`src/rtl/score_board.sv`:
```
// Animated multi-digit BCD score counter with seven-segment on-screen rendering.
// Optional build macro: LEADING_ZERO_BLANK_EN (hide digits above the highest nonzero one).

module single_number #(
  parameter logic [9:0]  H_POS = 10'd0,
  parameter logic [9:0]  V_POS = 10'd0,
  parameter logic [23:0] COLOR = 24'hffffff
) (
  input  logic [9:0]  hcounter,
  input  logic [9:0]  vcounter,
  input  logic [3:0]  digit,
  input  logic        enable,
  output logic        visible,
  output logic [23:0] rgb
);
  // Glyph box is 40x60 with 8-pixel strokes; segment order {a,b,c,d,e,f,g}
  localparam logic [9:0] W = 10'd40;
  localparam logic [9:0] H = 10'd60;
  localparam logic [9:0] T = 10'd8;

  logic [9:0] rx, ry;
  logic       in_box, row_a, row_d, row_g, col_l, col_r, upper, lit;
  logic [6:0] seg;

  always_comb begin
    case (digit)
      4'd0:    seg = 7'b1111110;
      4'd1:    seg = 7'b0110000;
      4'd2:    seg = 7'b1101101;
      4'd3:    seg = 7'b1111001;
      4'd4:    seg = 7'b0110011;
      4'd5:    seg = 7'b1011011;
      4'd6:    seg = 7'b1011111;
      4'd7:    seg = 7'b1110000;
      4'd8:    seg = 7'b1111111;
      4'd9:    seg = 7'b1111011;
      default: seg = '0;
    endcase
  end

  always_comb begin
    rx     = hcounter - H_POS;
    ry     = vcounter - V_POS;
    in_box = (hcounter >= H_POS) && (rx < W) && (vcounter >= V_POS) && (ry < H);
    row_a  = ry < T;
    row_d  = ry >= (H - T);
    row_g  = (ry >= 10'd26) && (ry < 10'd34);
    col_l  = rx < T;
    col_r  = rx >= (W - T);
    upper  = ry < 10'd30;
    lit    = (seg[6] & row_a)          | (seg[5] & col_r & upper) |
             (seg[4] & col_r & ~upper) | (seg[3] & row_d)         |
             (seg[2] & col_l & ~upper) | (seg[1] & col_l & upper) |
             (seg[0] & row_g);
    visible = enable & in_box & lit;
    rgb     = visible ? COLOR : '0;
  end
endmodule

module score_board #(
  parameter int          DIGITS      = 3,
  parameter int          PEND_W      = 5,
  parameter int          TICK_DIV    = 4,
  parameter logic [9:0]  H_POS       = 10'd40,
  parameter logic [9:0]  V_POS       = 10'd320,
  parameter logic [9:0]  DIGIT_PITCH = 10'd60,
  parameter logic [23:0] COLOR       = 24'hed5a65
) (
  input  logic                clk,
  input  logic                rst_n,
  input  logic                clear,
  input  logic                hit_success,
  input  logic [2:0]          round_score,
  input  logic [9:0]          hcounter,
  input  logic [9:0]          vcounter,
  output logic                visible,
  output logic [23:0]         rgb,
  output logic [4*DIGITS-1:0] score_bcd,
  output logic                busy,
  output logic                saturated
);
  localparam int CNT_W = (TICK_DIV > 1) ? $clog2(TICK_DIV) : 1;
  localparam int SUM_W = PEND_W + 3;
  localparam logic [SUM_W-1:0] PEND_MAX = {3'b000, {PEND_W{1'b1}}};

  typedef enum logic {IDLE, COUNT} state_t;

  state_t              state, state_next;
  logic [4*DIGITS-1:0] score_q, score_next, score_inc;
  logic [PEND_W-1:0]   pend_q, pend_next;
  logic [CNT_W-1:0]    cnt_q, cnt_next;
  logic                sat_q, sat_next;
  logic                step, carry;
  logic [SUM_W-1:0]    sum;

  always_comb begin
    score_inc = score_q;
    carry     = 1'b1;
    for (int unsigned i = 0; i < DIGITS; i++) begin
      if (carry) begin
        if (score_inc[4*i +: 4] == 4'd9) begin
          score_inc[4*i +: 4] = '0;
        end else begin
          score_inc[4*i +: 4] = score_inc[4*i +: 4] + 4'd1;
          carry = 1'b0;
        end
      end
    end
  end

  always_comb begin
    step       = (state == COUNT) && (cnt_q == CNT_W'(TICK_DIV - 1));
    score_next = score_q;
    pend_next  = pend_q;
    cnt_next   = cnt_q;
    sat_next   = sat_q;
    sum        = '0;
    if (clear) begin
      score_next = '0;
      pend_next  = '0;
      cnt_next   = '0;
      sat_next   = 1'b0;
    end else if (step && carry) begin
      // A carry out of the top digit means the score is all-9s: hold it and drop the queue
      sat_next  = 1'b1;
      pend_next = '0;
      cnt_next  = '0;
    end else begin
      if (step)
        score_next = score_inc;
      sum = {3'b000, pend_q}
          + ((hit_success && !sat_q) ? SUM_W'(round_score) : '0)
          - SUM_W'(step);
      pend_next = (sum > PEND_MAX) ? '1 : sum[PEND_W-1:0];
      if (state == COUNT)
        cnt_next = step ? '0 : cnt_q + CNT_W'(1);
      if (pend_next == '0)
        cnt_next = '0;
    end
    state_next = (pend_next != '0) ? COUNT : IDLE;
  end

  always_ff @(posedge clk or negedge rst_n) begin
    if (!rst_n) begin
      state   <= IDLE;
      score_q <= '0;
      pend_q  <= '0;
      cnt_q   <= '0;
      sat_q   <= 1'b0;
    end else begin
      state   <= state_next;
      score_q <= score_next;
      pend_q  <= pend_next;
      cnt_q   <= cnt_next;
      sat_q   <= sat_next;
    end
  end

  assign score_bcd = score_q;
  assign busy      = (state == COUNT);
  assign saturated = sat_q;

  logic [DIGITS-1:0] en, dvis;
  logic [23:0]       drgb [DIGITS];

  for (genvar i = 0; i < DIGITS; i++) begin : g_digit
    localparam logic [9:0] X = 10'(int'(H_POS) + (DIGITS - 1 - i) * int'(DIGIT_PITCH));
`ifdef LEADING_ZERO_BLANK_EN
    if (i == 0) begin : g_lsd
      assign en[i] = 1'b1;
    end else begin : g_upper
      assign en[i] = |score_q[4*DIGITS-1:4*i];
    end
`else
    assign en[i] = 1'b1;
`endif
    single_number #(
      .H_POS(X),
      .V_POS(V_POS),
      .COLOR(COLOR)
    ) u_num (
      .hcounter(hcounter),
      .vcounter(vcounter),
      .digit   (score_q[4*i +: 4]),
      .enable  (en[i]),
      .visible (dvis[i]),
      .rgb     (drgb[i])
    );
  end

  always_comb begin
    visible = 1'b0;
    rgb     = '0;
    for (int unsigned i = 0; i < DIGITS; i++) begin
      if (dvis[i] && !visible) begin
        visible = 1'b1;
        rgb     = drgb[i];
      end
    end
  end
endmodule

```
`config.mk`:
```
export PLATFORM = sky130hd
export DESIGN_NAME = score_board
export DESIGN_NICKNAME = d
export VERILOG_FILES = /design/src/rtl/score_board.sv
export SDC_FILE = /design/constraint.sdc
export NUM_CORES = 1
export LEC_CHECK = 0
export BUFFER_PORTS_ARGS = -buffer_cell sky130_fd_sc_hd__clkbuf_2
export CAP_MARGIN = 20
export CORE_MARGIN = 8
export CORE_UTILIZATION = 35
export DETAILED_ROUTE_END_ITERATION = 6
export SYNTH_ARGS = -nofsm -noshare
export SYNTH_HDL_FRONTEND = slang
export SYNTH_SLANG_ARGS = --single-unit
```
`constraint.sdc`:
```
create_clock -name clk -period 3.1 [get_ports clk]
set_clock_uncertainty 0.15 [all_clocks]
set_input_delay 0.155 -clock clk [delete_from_list [all_inputs] [get_ports clk]]
set_output_delay 0.155 -clock clk [all_outputs]
set_load 0.01 [all_outputs]
```
# [Yosys cells after proc, flatten, opt, wreduce, memory -nomap -nowiden]
# Memories as Yosys holds them, arrays and structs flattened.
# Cells that the tools add are included.
# W data, S select, Z words.
[totals] n_memories=3 elab_cells=161 reg_bits=21 romBits=336
[memory_table] name="(name not given)" words=16 word_bits=7 rd=1 rd_clocked_by_memory_dff=0 write_ports=0 line_no="26" rtl="case (digit)"
[memory_table] name="(name not given)" words=16 word_bits=7 rd=1 rd_clocked_by_memory_dff=0 write_ports=0 line_no="26"
[memory_table] name="(name not given)" words=16 word_bits=7 rd=1 rd_clocked_by_memory_dff=0 write_ports=0 line_no="26"
[op_classes] mux=33 n_reduce_logical=28 addsub=10 eq_ne=5 bitwise=55 n_lt_le_gt_ge=20
[ops] op="$mux W24" count=5
[ops] op="$ge A10 B6 Y1 const B" count=5
[ops] op="$lt A10 B6 Y1 const B" count=5
[ops] op="$lt A10 B4 Y1 const B" count=4
[ops] op="$and A1 B1 Y1" count=36
[ops] op="$mux W12" count=3
[ops] op="$mux W4" count=5
[ops] op="$or A1 B1 Y1" count=18
[ops] op="$logic_and A1 B1 Y1" count=15
[ops] op="$mux W5" count=3
[ops] op="$add A4 B1 Y4 const B" count=3
[ops] op="$eq A4 B4 Y1 const B" count=3
[ops] op="$mux W1" count=11
[ops] op="$ge A10 B5 Y1 const B" count=1
[ops] op="$ge A10 B7 Y1 const B" count=1
[ops] op="$ge A10 B8 Y1 const B" count=1
[ops] op="$ge A10 B9 Y1 const B" count=1
[ops] op="$lt A10 B5 Y1 const B" count=1
[ops] op="$mux W2" count=5
[ops] op="$sub A10 B6 Y10 const B" count=1
[ops] op="$sub A10 B7 Y10 const B" count=1
[ops] op="$sub A10 B8 Y10 const B" count=1
[ops] op="$sub A10 B9 Y10 const B" count=1
[ops] op="$gt A8 B5 Y1 const B" count=1
[ops] op="other kinds (14)" count=20

# [Longest topological paths before layout]
# Gate-level depths: netlist (run 1).
[depth] word_depth=18 mapped_depth=14 mapped_depth_nobuf=14

# [Cells and area by module]
# A second synthesis (run 1) with hierarchy kept.
[unflattened] cells_unflattened=563 area_unflattened_um2=4296.6
[by_module_without_submodules] mod="score_board" instances=1 area_per_inst_um2=1909.3 cells_per_inst=241
[by_module_without_submodules] mod="single_number (g_digit[1].u_num)" instances=1 area_per_inst_um2=855.8 cells_per_inst=115
[by_module_without_submodules] mod="single_number (g_digit[2].u_num)" instances=1 area_per_inst_um2=790.8 cells_per_inst=108
[by_module_without_submodules] mod="single_number (g_digit[0].u_num)" instances=1 area_per_inst_um2=740.7 cells_per_inst=99

# [Worst setup path before layout (run 1)]
# Ideal clock, no wire load.
[synth_path] path_type="input to output" start="input port hcounter[3]" end="output port rgb[11]" arrival_time_ps=2654 stages=11 path_slack_ps=141 path_cell_list="inv_1 -> ha_1 -> nor2b_2 -> or3_1 -> a211o_1 -> a211oi_2 -> a21boi_2 -> nor4b_2 -> a31oi_1 -> nand4_1 -> buf_4"
[synth_via] elab_chain_cells=18
[synth_rtl] item="start, declared" line_no="74" rtl="input logic [9:0] hcounter,"
[synth_rtl] item="$sub A10 B8 Y10" line_no="42" rtl="rx = hcounter - H_POS;"
[synth_rtl] item="$ge A10 B6 Y1" line_no="49" rtl="col_r = rx >= (W - T);"
[synth_rtl] item="$and A1 B1 Y1 (2 in a row)" line_no="51" rtl="lit = (seg[6] & row_a) | (seg[5] & col_r & upper) |"
[synth_rtl] item="$or A1 B1 Y1 (2 in a row)" line_no="51"
[synth_rtl] item="$or A1 B1 Y1 (2 in a row)" line_no="52" rtl="(seg[4] & col_r & ~upper) | (seg[3] & row_d) |"
[synth_rtl] item="$or A1 B1 Y1 (2 in a row)" line_no="53" rtl="(seg[2] & col_l & ~upper) | (seg[1] & col_l & upper) |"
[synth_rtl] item="$and A1 B1 Y1" line_no="55" rtl="visible = enable & in_box & lit;"
[synth_rtl] item="$mux W1" line_no="195" rtl="if (dvis[i] && !visible) begin"
[synth_rtl] item="$logic_not A1 Y1" line_no="195"
[synth_rtl] item="$logic_and A1 B1 Y1" line_no="195"
[synth_rtl] item="$mux W1" line_no="195"
[synth_rtl] item="$logic_not A1 Y1" line_no="195"
[synth_rtl] item="$logic_and A1 B1 Y1" line_no="195"
[synth_rtl] item="$mux W24 *" line_no="195"
[synth_rtl] item="end, declared" line_no="77" rtl="output logic [23:0] rgb,"
# Mark *: on every way between the ends. The rest lies on a longest branch, timed or not.

# [Worst setup path after layout (run 1)]
[layout_path] start="input port hcounter[2]" end="output port rgb[14]"
# The elaborated chain is that of the path after synthesis.

==> key figures, run 1 <==
Global routing
  • Total track usage: 0.112
  • First-pass GRT wire length: 10.6 mm
  • Initial antenna violation count: 0
  • Largest net degree at the start of global routing: 22
  • Gr ovfl total: 0
  • Number of global-route vias before repair: 2395

Layout
  • Syn-to-layout area delta: 14.5%
  • # diodes: 0
  • Final instance area: 0.00307 sq mm
  • Core Util, Final: 0.406
  • Share of layout cells above drive strength 1: 0.211
  • Sequential Area: 526 sq um
  • Final #Nets: 455
  • Multi-input gate area: 0.00187 sq mm
  • Layout fillers: 795

STA
  • Slew margin rel.: 0.628
  • Post-Route Setup TNS: 0 ps
  • Fin worst setup slack: 125 ps
  • Worst slew pin tran: 558 ps
  • Final worst path period share: 0.960
  • Hold Vio Cnt, Final: 0
  • Final setup viols: 0
  • F_max: 336 MHz
  • Count of final max-slew check failures: 0
  • Final min period: 2970 ps

CTS
  • Clock root cell: clkbuf_8
  • Clk Latency, worst-skew pair: 270 ps
  • H-Tree Depth: 1
  • TritonCTS clock tree: done
  • Max clock buf depth: 2
  • CTS clk-pin slew, worst paths: 90 ps
  • CTS sink count: 21
  • CTS Buf Count: 3

Power and ir drop
  • P per Cell Area: 436 mW/mm^2
  • Max VDD drop: 540 uV
  • Leak Pwr: 1.47 nW
  • Final Power: 0.00134 W

Yosys
  • Netlist cell types: 55
  • Largest area contributor in the netlist: dfrtp_1
  • Post-synth top cells: inv_1 (35), ha_1 (33), o21ai_0 (31), nor2_1 (27), nand2_1 (25)
  • Syn Area/Cell: 7.66 sq um
  • #FFs+latches synth: 21
  • Mapped Cells: 350
  • Post-synth ARST share: 1.00
  • Sequential area share after synthesis: 0.196
  • Synth top area share: 0.196
  • Ys flop type: dfrtp_1
  • Most frequent cell after synthesis: inv_1
  • Post-synth EDFFs: 0
  • Area contributors post-synth: dfrtp_1 (20%), ha_1 (15%), buf_4 (6.7%), o21ai_0 (5.8%), inv_1 (4.9%)
  • YS warnings: 0
  • Post-Syn Area: 0.00268 sq mm

Critical path
  • Crit path launch type: input pin
  • R2R cell count: 14
  • Critical path capture point type: primary output
  • CP arrival: 2670 ps
  • WP data required: 2790 ps
  • Max FO, Critical Path: 7
  • WS Path Type: in -> out

Job
  • Max-cap viol count: 0

Floorplan
  • Die height: 104 um
  • DIE WIDTH: 104 um
  • Core area: 0.00757 sq mm
  • Initial core utilization: 0.354
  • # rows: 32
  • IO Count: 66
  • Die Footprint: 0.0107 sq mm

Drt
  • DR iter-0 viols: 105
  • Via count: 2529
  • Average vias per placed instance: 5.11
  • DRT antenna net count: 0
  • First drt pass iteration count: 4
  • WL per Instance: 13.0 um
  • Residual DRC: 0
  • Final wirelength: 6.43 mm

Min path
  • Hold depth: 2
  • Hold Path Class: in -> reg

Status
  • Status: finished, final reports clean

Place
  • Routability cong.: 0.822
  • Cell area after placement: 0.00295 sq mm
  • DP HPWL: 5.13 mm
  • Port-buffer cells: 55
  • Dpl ws: 74.1 ps
[layout by cell type (no fill, tap or decap), types with 3 or more instances in the layout]
master	n
and3_1	4
a311oi_1	3
and3b_1	5
nand2b_1	8
conb_1	10
nor3_1	9
dfrtp_1	21
a21oi_1	19
nor4_1	4
clkbuf_2	53
o22ai_1	4
clkbuf_8	3
mux2i_1	7
nor2b_1	3
o211ai_1	3
or3_1	4
inv_1	34
a21o_1	4
xnor2_1	6
nand4_1	4
nand2_1	24
nor2_1	27
ha_1	31
o21ai_0	31
nand3_1	10
o31ai_1	3
nand3b_1	5
buf_4	3
xor2_1	3
[path summary, 6_finish.rpt]
check / startpoint / end / slack [ps]
min in group asynchronous: rst_n / pend_q[3] / 240
setup reg to reg: cnt_q[0] / cnt_q[0] / 170
hold / removal: clear / score_bcd[0] / 120
hold reg to reg: saturated / saturated / 410
setup / recovery: hcounter[2] / rgb[14] / 130
max in group asynchronous: rst_n / score_bcd[4] / 2180
[sequential cells by signal, summed over array words and instances (netlist names)]
register,flops
score_bcd,12
saturated,1
pend_q,5
cnt_q,2
busy,1
[final cells by class]
class                           count  area share
Clock buffer                        3      0.0135
Clock inverter                      1     0.00163
Inverter                           35      0.0428
Multi-Input combinational cell    271       0.611
Sequential cell                    21       0.171
Tap cell                          102      0.0416
Timing Repair Buffer               62       0.119
[cells by family after synthesis]
family,share of synthesized area
flip-flops,0.196
AO/OA/AOI/OAI,0.222
AND/OR/NAND/NOR,0.236
XOR/XNOR,0.0294
other,0.00140
buffers and inverters,0.127
adder cells (fa/ha/maj),0.161
multiplexers,0.0261
[metal layers]
layer,part of all wire,track usage,vias up
met1,0.46,0.135,1173
met2,0.48,0.192,54
li1,-,-,1295
met5,0,0,-
met3,0.050,0.0260,7
met4,0.011,0.0336,0
[report_power, final]
group          switching [W]  internal [W]
Sequential         0.0000521      0.000330
Combinational       0.000427      0.000338
Clock               0.000101     0.0000898
[stage by stage]
| stage | hold WS (ps) | instances |
|---|---|---|
| after floorplan | -291 | 359 |
| after global placement | 18.7 | 488 |
| after detailed placement | 23.9 | 488 |
| after CTS | 115 | 493 |
| after global routing | 139 | 495 |
| final | 118 | 495 |
[worst max-delay path, stage by stage]
cell	delay, ps
buf_2	110
inv_1	50
ha_2	190
nor2b_2	160
or3_1	310
a211o_1	320
a211oi_4	330
a21boi_2	230
nor4b_2	70
a31oi_1	210
nand4_1	130
buf_6	160
clkbuf_16	140
clkbuf_2	120
[timing repair]
item | CTS | global route
hold buffers | 1 | 0
gates resized for setup | 0 | 11
endpoints found under the hold margin | 21 | 0
setup endpoints to repair | 0 | 17
buffers inserted | 0 | 1
Note: power is estimated with default switching activity, not from simulation.
==> inputs of run 2 (changes only) <==
--- a/config.mk
+++ b/config.mk
@@ -8,8 +8,9 @@
 export BUFFER_PORTS_ARGS = -buffer_cell sky130_fd_sc_hd__clkbuf_2
 export CAP_MARGIN = 20
 export CORE_MARGIN = 8
-export CORE_UTILIZATION = 35
+export CORE_UTILIZATION = 50
 export DETAILED_ROUTE_END_ITERATION = 6
+export PLACE_DENSITY = 0.79
 export SYNTH_ARGS = -nofsm -noshare
 export SYNTH_HDL_FRONTEND = slang
 export SYNTH_SLANG_ARGS = --single-unit
==> run 2 against run 1 <==
Die area is 26% lower. First-iteration DRC count is 17% higher. Routed wire length grew 0.26%.
==> key figures, run 2 (synthesis results as in run 1) <==
STA
  • Final min period: 3060 ps (was 2970 ps)
  • Final worst path period share: 0.989 (was 0.960)
  • Final setup viols: 0 (unchanged)
  • Fin worst setup slack: 35.5 ps (was 125 ps)
  • RSZ-0062 raised after global routing: true
  • F_max: 326 MHz (was 336 MHz)
  • Hold Vio Cnt, Final: 0 (unchanged)
  • Count of final max-slew check failures: 0 (unchanged)
  • Slew margin rel.: 0.646 (was 0.628)
  • Worst slew pin tran: 526 ps (was 558 ps)

Critical path
  • WP data required: 3100 ps (was 2790 ps)
  • FF-to-FF Start: saturated (was cnt_q[0])
  • Critical Path, Cell by Cell: nor2b_2 -> nand2_1 -> ha_1 -> inv_1 -> ha_1 -> a21o_1 -> a21o_1 -> a21oi_1 -> o21bai_1 -> xnor2_1 -> nand2_1 -> nor4_2 -> buf_4 -> nor3_1 (was buf_2 -> inv_1 -> ha_2 -> nor2b_2 -> or3_1 -> a211o_1 -> a211oi_4 -> a21boi_2 -> nor4b_2 -> a31oi_1 -> nand4_1 -> buf_6 -> clkbuf_16 -> clkbuf_2)
  • CP arrival: 3060 ps (was 2670 ps)
  • Critical Path Slowest Stage Cell: dfrtp_1 (was a211oi_4)
  • CP startpoint: saturated (was hcounter[2])
  • WS Path Type: reg -> reg (was in -> out)
  • Max FO, Critical Path: 3 (was 7)
  • Crit path largest cell delay: 410 ps (was 330 ps)
  • Critical path capture point type: flop (was primary output)
  • Crit path launch type: flop (was input pin)

CTS
  • TritonCTS clock tree: done (unchanged)
  • CTS Buf Count: 3 (unchanged)
  • Max clock buf depth: 2 (unchanged)
  • CTS sink count: 21 (unchanged)
  • Clock root cell: clkbuf_8 (unchanged)
  • H-Tree Depth: 1 (unchanged)
  • Clk Latency, worst-skew pair: 260 ps (was 270 ps)
  • CTS clk-pin slew, worst paths: 80 ps (was 90 ps)

Place
  • Cell area after placement: 0.00290 sq mm (was 0.00295 sq mm)
  • Routability cong.: 0.848 (was 0.822)
  • Port-buffer cells: 55 (unchanged)
  • Dpl ws: 44.4 ps (was 74.1 ps)
  • DP HPWL: 5.02 mm (was 5.13 mm)

Floorplan
  • Core area: 0.00514 sq mm (was 0.00757 sq mm)
  • Die height: 89.2 um (was 104 um)
  • Initial core utilization: 0.522 (was 0.354)
  • Die Footprint: 0.00796 sq mm (was 0.0107 sq mm)
  • DIE WIDTH: 89.2 um (was 104 um)
  • # rows: 26 (was 32)
  • IO Count: 66 (unchanged)

Min path
  • HP Start: clear (unchanged)
  • Hold Path Class: in -> reg (unchanged)

Drt
  • WL per Instance: 13.9 um (was 13.0 um)
  • First drt pass iteration count: 6 (was 4)
  • DR iter-0 viols: 123 (was 105)
  • Final wirelength: 6.45 mm (was 6.43 mm)
  • Via count: 2575 (was 2529)
  • Residual DRC: 0 (unchanged)
  • Average vias per placed instance: 5.54 (was 5.11)
  • DRT antenna net count: 0 (unchanged)

Power and ir drop
  • Net Sw Power: 0.000629 W (was 0.000580 W)
  • Switching Fraction: 0.444 (was 0.434)
  • Seq pwr share: 0.272 (was 0.286)
  • Leak Pwr: 1.50 nW (was 1.47 nW)
  • P per Cell Area: 460 mW/mm^2 (was 436 mW/mm^2)
  • Cell-internal power: 0.000787 W (was 0.000758 W)
  • Clk network pwr share: 0.131 (was 0.142)
  • Logic gate share of total power: 0.597 (was 0.572)
  • Final Power: 0.00142 W (was 0.00134 W)
  • Max VDD drop: 573 uV (was 540 uV)

Global routing
  • Largest net degree at the start of global routing: 22 (unchanged)
  • Total track usage: 0.160 (was 0.112)
  • Number of global-route vias before repair: 2422 (was 2395)
  • First-pass GRT wire length: 10.6 mm (about the same)
  • Gr ovfl total: 0 (unchanged)
  • Initial antenna violation count: 0 (unchanged)

Layout
  • Commonest non-fill, non-tap cell in the layout: clkbuf_2 (unchanged)
  • Share of layout cells above drive strength 1: 0.215 (was 0.211)
  • Layout fillers: 486 (was 795)
  • Number of flip-flops under the largest register name: 12 (unchanged)
  • Final #Nets: 457 (was 455)
  • # diodes: 0 (unchanged)
  • Syn-to-layout area delta: 14.8% (was 14.5%)
  • Most frequent cells in the layout: clkbuf_2 (38), inv_1 (33), ha_1 (32) (was clkbuf_2 (53), inv_1 (34), o21ai_0 (31), ha_1 (31), nor2_1 (27))
  • Final instance area: 0.00308 sq mm (was 0.00307 sq mm)

Job
  • Max-cap viol count: 0 (unchanged)

Status
  • Status: finished, final reports clean (unchanged)
## run 2: changes by cell type in the layout (fill, tap and decap cells not counted), moves of 4 or more
cell / before / now
clkbuf_2: 53 / 38
buf_2: 2 / 10
buf_4: 3 / 7
buf_6: 1 / 5
## run 2: critical path: cells and delay by family (launching register included)
family,cells,cell delay (ps)
and+or+nand+nor,5,760
AOI/OAI and AO/OA,4,570
adders and majority gates,2,560
DFF,1,410
xor gates and xnor gates,1,250
buffers and inverters,2,230
## run 2: metal layers
layer / up-vias / wire [um] / track usage
met1: 1211 / 2890 / 0.205
met2: 61 / 3140 / 0.277
met3: 8 / 358 / 0.0138
met5: - / 0 / 0
met4: 0 / 50 / 0.0453
li1: 1295 / - / -
## run 2: layout make-up
class	instances	area [sq um]	share of cell area
clock buffer	3	41.3	0.0134
clock inverter	1	5.00	0.00163
inverter	35	134	0.0435
multi-input combinational	271	1870	0.609
sequential	21	526	0.171
tap	70	87.6	0.0285
timing repair buffer	64	412	0.134
## run 2: power groups by stage
stage	Combinational [W]	Sequential, W	Clock [W]
finish	0.000846	0.000385	0.000185
global route	0.000944	0.000395	0.000201
CTS	0.000756	0.000383	0.000190
detailed placement	0.000736	0.000389	0
global placement	0.000716	0.000385	0
floorplan	0.000587	0.000375	0
## run 2: worst paths after layout
kind | end | slack, ps | cells past startpoint
max in group asynchronous | score_bcd[11] | 2190 | 2
hold / removal | score_bcd[3] | 130 | 2
setup / recovery | cnt_q[0] | 40 | 14
hold reg to reg | saturated | 420 | 2
setup reg to reg | cnt_q[0] | 40 | 14
min in group asynchronous | pend_q[4] | 250 | 2
## run 2: metrics by stage
step	instances	TNS, ps	hold slack (ps)	utilization
after global routing	465	-622	163	0.599
after detailed placement	455	0	12.7	0.565
final	465	0	133	0.599
after floorplan	359	0	-291	-
after global placement	455	0	7.73	0.565
after CTS	460	0	125	0.576
## run 2: what timing repair did
item / 4_1_cts / 5_1_grt
endpoints found under the hold margin: 21 / 0
setup buffers: 0 / 4
setup endpoints to repair: 0 / 18
hold buffers: 1 / 0
resized for setup: 0 / 37
==> inputs of run 3 (changes only) <==
--- a/config.mk
+++ b/config.mk
@@ -5,7 +5,7 @@
 export SDC_FILE = /design/constraint.sdc
 export NUM_CORES = 1
 export LEC_CHECK = 0
-export BUFFER_PORTS_ARGS = -buffer_cell sky130_fd_sc_hd__clkbuf_2
+export BUFFER_PORTS_ARGS = -buffer_cell sky130_fd_sc_hd__buf_2
 export CAP_MARGIN = 20
 export CORE_MARGIN = 8
 export CORE_UTILIZATION = 50
==> constraint.sdc (replaced) <==
create_clock -name clk -period 3.1 [get_ports clk]
set_clock_uncertainty 0.15 [all_clocks]
set_input_delay 0.465 -clock clk [delete_from_list [all_inputs] [get_ports clk]]
set_output_delay 0.465 -clock clk [all_outputs]
set_load 0.01 [all_outputs]
==> run 3 against run 2 <==
The flow now finishes with violations (negative setup slack). Register-to-register slack improved by 150 ps. Utilization increased by 4.6 points. Critical endpoint is now rgb[14]. Critical path depth decreased by 1. Worst hold slack got worse by 130 ps. Combinational power increased by 3.2%. Count of clock-buffer cells in the layout unchanged.
==> key figures, run 3 (synthesis results as in run 1) <==
Layout
  • Most frequent cells in the layout: buf_2 (46), inv_1 (33), ha_1 (30) (was clkbuf_2 (38), inv_1 (33), ha_1 (32))
  • Syn-to-layout area delta: 23.6% (was 14.8%)
  • # diodes: 0 (unchanged)
  • Final #Nets: 478 (was 457)
  • Final instance area: 0.00331 sq mm (was 0.00308 sq mm)
  • Commonest non-fill, non-tap cell in the layout: buf_2 (was clkbuf_2)
  • Final std cells w/o fill: 486 (was 465)
  • Number of flip-flops under the largest register name: 12 (unchanged)
  • Share of layout cells above drive strength 1: 0.274 (was 0.215)

STA
  • Post-Route Setup TNS: -4310 ps (was 0 ps)
  • Worst slew pin tran: 545 ps (was 526 ps)
  • Hold Slack: 1.75 ps (was 133 ps)
  • Hold Vio Cnt, Final: 0 (unchanged)
  • F_max: 293 MHz (was 326 MHz)
  • RSZ-0062 raised after global routing: true (unchanged)
  • Final setup viols: 15 (was 0)
  • Count of final max-slew check failures: 0 (unchanged)
  • Fin worst setup slack: -314 ps (was 35.5 ps)
  • Slew margin rel.: 0.633 (was 0.646)
  • Final min period: 3410 ps (was 3060 ps)
  • Final worst path period share: 1.10 (was 0.989)

Drt
  • Residual DRC: 0 (unchanged)
  • Via count: 2644 (was 2575)
  • WL per Instance: 13.8 um (was 13.9 um)
  • Final wirelength: 6.69 mm (was 6.45 mm)
  • DRT antenna net count: 0 (unchanged)
  • Average vias per placed instance: 5.44 (was 5.54)
  • DR iter-0 viols: 198 (was 123)
  • First drt pass iteration count: 4 (was 6)

CTS
  • CTS sink count: 21 (unchanged)
  • CTS clk-pin slew, worst paths: 80 ps (about the same)
  • Clk Latency, worst-skew pair: 260 ps (about the same)
  • H-Tree Depth: 1 (unchanged)
  • Post-cts hold buffer count: 0 (was 1)
  • Clock root cell: clkbuf_8 (unchanged)
  • Max clock buf depth: 2 (unchanged)
  • CTS Buf Count: 3 (unchanged)
  • TritonCTS clock tree: done (unchanged)

Floorplan
  • # rows: 26 (unchanged)
  • Initial core utilization: 0.522 (unchanged)
  • Die height: 89.2 um (unchanged)
  • DIE WIDTH: 89.2 um (unchanged)
  • Core area: 0.00514 sq mm (unchanged)
  • IO Count: 66 (unchanged)
  • Die Footprint: 0.00796 sq mm (unchanged)

Place
  • DP HPWL: 5.25 mm (was 5.02 mm)
  • Port-buffer cells: 55 (unchanged)
  • Cell area after placement: 0.00309 sq mm (was 0.00290 sq mm)
  • Routability cong.: 0.862 (was 0.848)
  • Placed cell count: 477 (was 455)

Global routing
  • Total track usage: 0.168 (was 0.160)
  • Gr ovfl total: 0 (unchanged)
  • Initial antenna violation count: 0 (unchanged)
  • First-pass GRT wire length: 10.8 mm (was 10.6 mm)
  • Number of global-route vias before repair: 2473 (was 2422)
  • Largest net degree at the start of global routing: 22 (unchanged)

Critical path
  • Max FO, Critical Path: 7 (was 3)
  • WP data required: 2480 ps (was 3100 ps)
  • CP arrival: 2800 ps (was 3060 ps)
  • Crit path launch type: input pin (was flop)
  • Critical path capture point type: primary output (was flop)
  • R2R cell count: 14 (unchanged)
  • WS Path Type: in -> out (was reg -> reg)

Power and ir drop
  • P per Cell Area: 434 mW/mm^2 (was 460 mW/mm^2)
  • Cell-internal power: 0.000816 W (was 0.000787 W)
  • Leak Pwr: 1.61 nW (was 1.50 nW)
  • Switching Fraction: 0.432 (was 0.444)
  • Logic gate share of total power: 0.608 (was 0.597)
  • Clk network pwr share: 0.126 (was 0.131)
  • Seq pwr share: 0.266 (was 0.272)
  • Max VDD drop: 616 uV (was 573 uV)
  • Net Sw Power: 0.000621 W (was 0.000629 W)

Min path
  • Hold Path Class: in -> async (was in -> reg)

Job
  • Max-cap viol count: 0 (unchanged)

Status
  • Status: finished, violations left (was finished, final reports clean)
  • Failing checks: negative setup slack
[run 3: cell types whose count changed in the layout (fill, tap and decap cells not counted), moves of 2 or more]
cell,previous run,this run
buf_4,7,28
clkbuf_2,38,0
buf_6,5,9
buf_2,10,46
ha_1,32,30
[run 3: path summary, 6_finish.rpt]
kind / from / endpoint / slack (ps)
max: hcounter[3] / rgb[14] / -310
min: rst_n / pend_q[3] / 2
max reg2reg: cnt_q[0] / cnt_q[0] / 190
min reg2reg: cnt_q[1] / cnt_q[1] / 450
max in group asynchronous: rst_n / pend_q[1] / 2470
min in group clk: clear / saturated / 400
[run 3: final cells by class]
class	count	area, sq um
multi-input cells	272	1950
fillers	460	1830
flip-flops and latches	21	526
repair buffers	84	562
clock buffers	3	41.3
clock inverters	1	5.00
inverters	35	146
well taps	70	87.6
[run 3: power by group through the flow]
| stage | clock, W | combinational (W) | sequential [W] |
|---|---|---|---|
| after floorplan | 0 | 0.000590 | 0.000375 |
| after detailed placement | 0 | 0.000769 | 0.000387 |
| after global routing | 0.000202 | 0.000986 | 0.000390 |
| after global placement | 0 | 0.000738 | 0.000384 |
| after CTS | 0.000188 | 0.000780 | 0.000382 |
| final | 0.000181 | 0.000873 | 0.000382 |
[run 3: stage by stage]
step,power (W),worst slack [ps],utilization
after CTS,0.00135,-285,0.625
after floorplan,0.000965,-300,-
final,0.00144,-314,0.645
after global placement,0.00112,-289,0.601
after detailed placement,0.00116,-390,0.601
after global routing,0.00158,-419,0.645
[run 3: critical path: stages]
cell,delay (ps)
buf_12,90
inv_12,30
ha_4,140
nor2b_4,120
or3_1,310
a211o_1,320
a211oi_4,290
mux2i_1,240
o21ai_1,90
a31o_2,220
nand4_1,170
buf_4,170
buf_2,130
[run 3: repair_timing]
action                                 CTS  global route
pin swaps                                3             7
setup buffers                            0             3
endpoints found under the hold margin    0             0
setup endpoints to repair               15            18
gates cloned                             1             1
gates resized for setup                 15            15
[run 3: layer usage]
layer	vias to the layer above	share of wire	wire length [um]	GRT usage
li1	1338	-	-	-
met1	1228	0.44	2920	0.208
met2	71	0.49	3310	0.292
met3	7	0.057	382	0.0193
met4	0	0.012	82	0.0559
met5	-	0	0	0
